**src/rtl/udma_cfg_sequencer.sv**
```systemverilog
// udma_cfg_sequencer: table-driven master replaying programmed accesses on the uDMA config bus.
// Read-back compare of read entries is enabled by defining CFG_SEQ_READ_CHECK_EN.
module udma_cfg_sequencer #(
  parameter int N_CMDS = 8,
  parameter int ADDR_W = 5,
  parameter int DATA_W = 32,
  parameter int DLY_W  = 8,
  parameter int IDX_W  = (N_CMDS > 1) ? $clog2(N_CMDS) : 1
) (
  input  logic              sys_clk_i,
  input  logic              rstn_i,
  input  logic              cmd_we_i,
  input  logic [IDX_W-1:0]  cmd_idx_i,
  input  logic [ADDR_W-1:0] cmd_addr_i,
  input  logic [DATA_W-1:0] cmd_data_i,
  input  logic              cmd_rwn_i,
  input  logic [DLY_W-1:0]  cmd_dly_i,
  input  logic [IDX_W:0]    cmd_cnt_i,
  input  logic              start_i,
  input  logic              abort_i,
  output logic [ADDR_W-1:0] cfg_addr_o,
  output logic [DATA_W-1:0] cfg_data_o,
  output logic              cfg_valid_o,
  output logic              cfg_rwn_o,
  input  logic              cfg_ready_i,
  input  logic [DATA_W-1:0] cfg_data_i,
  output logic              busy_o,
  output logic              done_o,
  output logic              err_o,
  output logic [IDX_W-1:0]  err_idx_o
);
  localparam logic [IDX_W:0] N_SAT = (IDX_W+1)'(N_CMDS);
  typedef enum logic [2:0] {
    IDLE,
    ISSUE,
`ifdef CFG_SEQ_READ_CHECK_EN
    RDCAP,
`endif
    DELAY,
    FIN
  } state_t;
  state_t state, state_d, post_cmd, post_hs;
  logic [ADDR_W-1:0] tbl_addr [N_CMDS];
  logic [DATA_W-1:0] tbl_data [N_CMDS];
  logic [DLY_W-1:0]  tbl_dly  [N_CMDS];
  logic              tbl_rwn  [N_CMDS];
  logic [IDX_W-1:0]  idx;
  logic [IDX_W:0]    cnt_q;
  logic [DLY_W-1:0]  dly_cnt;
  logic go, hs, last, adv;
  assign go   = state == IDLE && start_i && !abort_i;
  assign hs   = cfg_valid_o && cfg_ready_i;
  assign last = {1'b0, idx} + (IDX_W+1)'(1) >= cnt_q;
  assign adv  = state_d == ISSUE && state != IDLE && (state != ISSUE || hs);
  assign post_cmd = (tbl_dly[idx] != '0) ? DELAY : last ? FIN : ISSUE;
`ifdef CFG_SEQ_READ_CHECK_EN
  assign post_hs = tbl_rwn[idx] ? RDCAP : post_cmd;
`else
  assign post_hs = post_cmd;
`endif
  assign busy_o      = state != IDLE;
  assign done_o      = state == FIN;
  assign cfg_valid_o = state == ISSUE && cnt_q != '0;
  assign cfg_addr_o  = cfg_valid_o ? tbl_addr[idx] : '0;
  assign cfg_data_o  = cfg_valid_o ? tbl_data[idx] : '0;
  assign cfg_rwn_o   = cfg_valid_o ? tbl_rwn[idx] : 1'b1;
  always_ff @(posedge sys_clk_i or negedge rstn_i)
    if (!rstn_i) begin
      for (int i = 0; i < N_CMDS; i++) begin
        tbl_addr[i] <= '0;
        tbl_data[i] <= '0;
        tbl_dly[i]  <= '0;
        tbl_rwn[i]  <= 1'b0;
      end
    end else if (cmd_we_i && !busy_o && {1'b0, cmd_idx_i} < N_SAT) begin
      tbl_addr[cmd_idx_i] <= cmd_addr_i;
      tbl_data[cmd_idx_i] <= cmd_data_i;
      tbl_dly[cmd_idx_i]  <= cmd_dly_i;
      tbl_rwn[cmd_idx_i]  <= cmd_rwn_i;
    end
  always_comb begin
    state_d = state;
    case (state)
      IDLE:    state_d = start_i ? ISSUE : IDLE;
      ISSUE:   state_d = (cnt_q == '0) ? FIN : hs ? post_hs : ISSUE;
`ifdef CFG_SEQ_READ_CHECK_EN
      RDCAP:   state_d = post_cmd;
`endif
      DELAY:   state_d = (dly_cnt > DLY_W'(1)) ? DELAY : last ? FIN : ISSUE;
      FIN:     state_d = IDLE;
      default: state_d = IDLE;
    endcase
    if (abort_i) state_d = IDLE;
  end
  always_ff @(posedge sys_clk_i or negedge rstn_i)
    if (!rstn_i) begin
      state   <= IDLE;
      idx     <= '0;
      cnt_q   <= '0;
      dly_cnt <= '0;
    end else begin
      state <= state_d;
      if (go) begin
        idx   <= '0;
        cnt_q <= (cmd_cnt_i > N_SAT) ? N_SAT : cmd_cnt_i;
      end
      if (adv) idx <= idx + 1'b1;
      dly_cnt <= (state_d != DELAY) ? '0 : (state == DELAY) ? dly_cnt - 1'b1 : tbl_dly[idx];
    end
`ifdef CFG_SEQ_READ_CHECK_EN
  logic             err_q;
  logic [IDX_W-1:0] err_idx_q;
  // read data arrives the cycle after the handshake, i.e. while in RDCAP
  always_ff @(posedge sys_clk_i or negedge rstn_i)
    if (!rstn_i) begin
      err_q     <= 1'b0;
      err_idx_q <= '0;
    end else if (go) begin
      err_q     <= 1'b0;
      err_idx_q <= '0;
    end else if (state == RDCAP && !abort_i && cfg_data_i != tbl_data[idx]) begin
      err_q <= 1'b1;
      if (!err_q) err_idx_q <= idx;
    end
  assign err_o     = err_q;
  assign err_idx_o = err_idx_q;
`else
  logic unused_rdata;
  assign unused_rdata = ^cfg_data_i;
  assign err_o        = 1'b0;
  assign err_idx_o    = '0;
`endif
endmodule

```
**config.mk**
```make
export PLATFORM = sky130hd
export DESIGN_NAME = udma_cfg_sequencer
export DESIGN_NICKNAME = d
export VERILOG_FILES = /design/src/rtl/udma_cfg_sequencer.sv
export SDC_FILE = /design/constraint.sdc
export NUM_CORES = 1
export LEC_CHECK = 0
export CAP_MARGIN = 20
export CORE_MARGIN = 2
export CORE_UTILIZATION = 35
export CTS_CLUSTER_DIAMETER = 150
export DETAILED_ROUTE_END_ITERATION = 10
export HOLD_SLACK_MARGIN = 0.03
export SYNTH_ARGS = -nofsm -noshare
export SYNTH_HDL_FRONTEND = slang
export SYNTH_SLANG_ARGS = --single-unit
```
**constraint.sdc**
```tcl
create_clock -name sys_clk_i -period 3 [get_ports sys_clk_i]
set_clock_uncertainty 0.2 [all_clocks]
set_input_delay 0.6 -clock sys_clk_i [delete_from_list [all_inputs] [get_ports sys_clk_i]]
set_output_delay 0.6 -clock sys_clk_i [all_outputs]
set_load 0.01 [all_outputs]
```
==> flow_summary.ini, run 1 <==
[status]
outcome = finished with violations
violations = setup timing

[critical_path]
cp-end-kind = primary output
crit_top_cell = buf_12
critPathMaxFanout = 6
critPathMaxStageDelay_ps = 500
path_cells = buf_12 > buf_12 > buf_16 > mux4_2 > mux2i_4 > nand2_1 > buf_2
worst_ep_arrival_time_ps = 2380
cpMaxStageDelayCell = dfrtp_4
required_ps = 2200
critPathBufInv = 4
critPathTopFamily = multiplexers
start_kind = flop
setup.worst_path.class = flop to primary output

[floorplan]
fp.dieH_um = 228
core_um2 = 49900
start_util_pct = 35.2
rows = 82
die_x_um = 228
die-area_um2 = 52000
io_pins = 136

[clocking]
htreeDepth = 2
cts_tree = built
clockRootBuffer = clkbuf_16
ctsLongestPathBuffers = 3
insertion_delay_ps = 550
cts.clk_slew.worst_paths_ps = 60
cts_buffers = 44
clock_sinks = 385

[synth]
synth_area_per_cell_um2 = 15.7
yosys-top-cells-area = dfrtp_1, mux2_1, mux4_2
synth_top_area_share_pct = 54.9
synth_area_um2 = 17600
synthCells = 1121
ys_seq_elements = 385
yosysSeqAreaShare_pct = 54.9
synth_top_area_cell = dfrtp_1
synth.distinct_cells = 42
yosysWarnings = 0

[sta]
final.min_clock_period_ps = 3180
max_slew_margin_pct = 56.6
setup_viol = 44
worstMarginPinSlew_ps = 651
hold_viol_final = 0
post-route-period-util_pct = 106
finalSetupTns_ps = -3110
drv_slew = 0
fmax_mhz = 315
finalWorstSetupSlack_ps = -177
rsz0062_at_grt = yes

[detailed_routing]
ant_nets = 0
num_vias = 10074
drt_wl_total_um = 41300
drt_iter0_drc = 444
viasPerCell = 5.06
route.detailed.drc = 0
avgRoutedWirePerCell_um = 20.7
first_pass_iters = 4

[power_and_ir_drop]
cellLeakagePower_nw = 9.18
power_density_nw_per_um2 = 1000
ir_drop_uv = 416

[grt]
grt.overflow.total = 0
antenna_found_initial = 8
grt_max_degree = 76
track_usage_pct = 16.2
grt_pass1_vias = 10931
grt_pass1_wl_um = 65900

[cells_and_area]
final_cell_area_um2 = 21900
fillers = 4476
nets = 1382
area_growth_pct = 24.9
drive_gt1_share_pct = 26.0

[placed_design]
dp_hpwl_um = 23800
dpl-instance-area_um2 = 19800
dp_slack_ps = -42.1
gp_congestion = 0.772
io_buffer_count = 99

[flow_run]
max-cap-violations = 0

[worst_hold_path]
hold_path.class = flop to flop
[report_power, final]
group	leakage, nW	total (mW)	internal, mW	switching [mW]
clock network	0.715	5.37	3.28	2.09
logic	3.78	7.73	4.62	3.12
registers	4.69	8.91	7.71	1.20
[stage by stage]
step	power, mW	hold WS [ps]	instances	util (%)
after global placement	15.4	260	1877	39.8
final	22.0	279	1991	44.0
after global routing	23.4	290	1988	43.9
after floorplan	13.4	104	1124	-
after detailed placement	15.7	269	1877	39.8
after CTS	22.2	282	1984	43.7
[state kept, by name (all words and copies together), names as in the netlist]
signal    count
cnt_q         4
dly_cnt       8
idx           3
state         2
tbl_addr     40
tbl_data    256
tbl_dly      64
tbl_rwn       8
[synthesized netlist by cell type (all sizes together)]
cell and n:
dfrtp 385, mux2 369, mux4 92, nor2 58
mux2i 46, clkbuf 45, buf 27, nand2 18
inv 10, a21oi 9, ha 7, nand2b 7
o21ai 7, nor2b 6, and3 4, nand3 4
xor2 4, nor4 3, a211oi 2, nand4 2
nor3 2, o211ai 2, xnor2 2, a21boi 1
a311oi 1, a31o 1, a31oi 1, and2 1
conb 1, o21a 1, o31ai 1, o32ai 1
or4 1
[layout by cell type (no fill, tap or decap), drive strengths merged, types with 2 or more instances in the layout]
cell / netlist / routed
o21ai: 7 / 7
clkinv: 0 / 6
clkdlybuf4s50: 0 / 59
mux2: 369 / 369
nor2b: 6 / 6
nor4: 3 / 3
ha: 7 / 7
a211oi: 2 / 2
nand2b: 7 / 7
a21oi: 9 / 9
o211ai: 2 / 2
bufinv: 0 / 3
clkinvlp: 0 / 3
nor3: 2 / 2
nand2: 18 / 18
diode: 0 / 3
nand3: 4 / 4
nand4: 2 / 2
inv: 10 / 11
conb: 1 / 4
and3: 4 / 4
xnor2: 2 / 2
nor2: 58 / 58
buf: 27 / 124
clkbuf: 45 / 65
mux2i: 46 / 46
xor2: 4 / 4
mux4: 92 / 92
dfrtp: 385 / 385
[area by class of cell]
type | instances | area, um^2 | share of cell area [%]
diodes | 3 | 7.51 | 0.0342
clock buffers | 65 | 1310 | 5.98
clock inverters | 13 | 151 | 0.691
inverters | 10 | 40.0 | 0.183
multi-input cells | 657 | 7840 | 35.8
flip-flops and latches | 385 | 9650 | 44.0
well taps | 672 | 841 | 3.84
repair buffers | 186 | 2080 | 9.51
[per-layer routing]
metal / routed length [um] / global-route usage (%) / share of wire [%] / up-vias
met4: 641 / 3.94 / 1.6 / 10
li1: - / - / - / 4483
met2: 19200 / 25.6 / 46 / 148
met5: 65 / 0 / 0.16 / -
met3: 1790 / 3.65 / 4.3 / 57
met1: 19600 / 22.9 / 47 / 5376
[cells by family after synthesis]
family | count (synthesis) | synth area share (%)
AO/OA/AOI/OAI | 27 | 1.26
flip-flops | 385 | 54.9
other | 1 | 0.0214
AND/OR/NAND/NOR | 106 | 2.82
buffers and inverters | 82 | 2.06
adder cells (fa/ha/maj) | 7 | 0.499
XOR/XNOR | 6 | 0.299
multiplexers | 507 | 38.1
[final timing paths]
kind / start / endpoint / slack [ps] / cells past startpoint
worst max-delay path: idx[0]$_DFFE_PN0P_ / cfg_rwn_o / -180 / 7
worst min-delay path: tbl_dly[14]$_DFFE_PN0P_ / tbl_dly[14]$_DFFE_PN0P_ / 280 / 1
worst max register to register: idx[0]$_DFFE_PN0P_ / dly_cnt[1]$_DFF_PN0_ / -90 / 12
worst min register to register: tbl_dly[14]$_DFFE_PN0P_ / tbl_dly[14]$_DFFE_PN0P_ / 280 / 1
max in group asynchronous: rstn_i / tbl_data[177]$_DFFE_PN0P_ / 1330 / 3
min in group asynchronous: rstn_i / tbl_dly[57]$_DFFE_PN0P_ / 390 / 2
[repair_timing]
action,CTS,global route
setup endpoints to repair,39,49
hold endpoints to repair,59,0
hold buffers,1,0
pin swaps,14,33
buffers inserted,22,10
gates resized for setup,208,38
cloned,6,0
Power figures use the tool's default switching activity.
==> inputs of run 2 (changes only) <==
--- a/config.mk
+++ b/config.mk
@@ -11,6 +11,7 @@
 export CTS_CLUSTER_DIAMETER = 150
 export DETAILED_ROUTE_END_ITERATION = 10
 export HOLD_SLACK_MARGIN = 0.03
+export SLEW_MARGIN = 40
 export SYNTH_ARGS = -nofsm -noshare
 export SYNTH_HDL_FRONTEND = slang
 export SYNTH_SLANG_ARGS = --single-unit
==> results of run 2 <==
No change in the layout: final DEF, timing and power equal those of run 1.
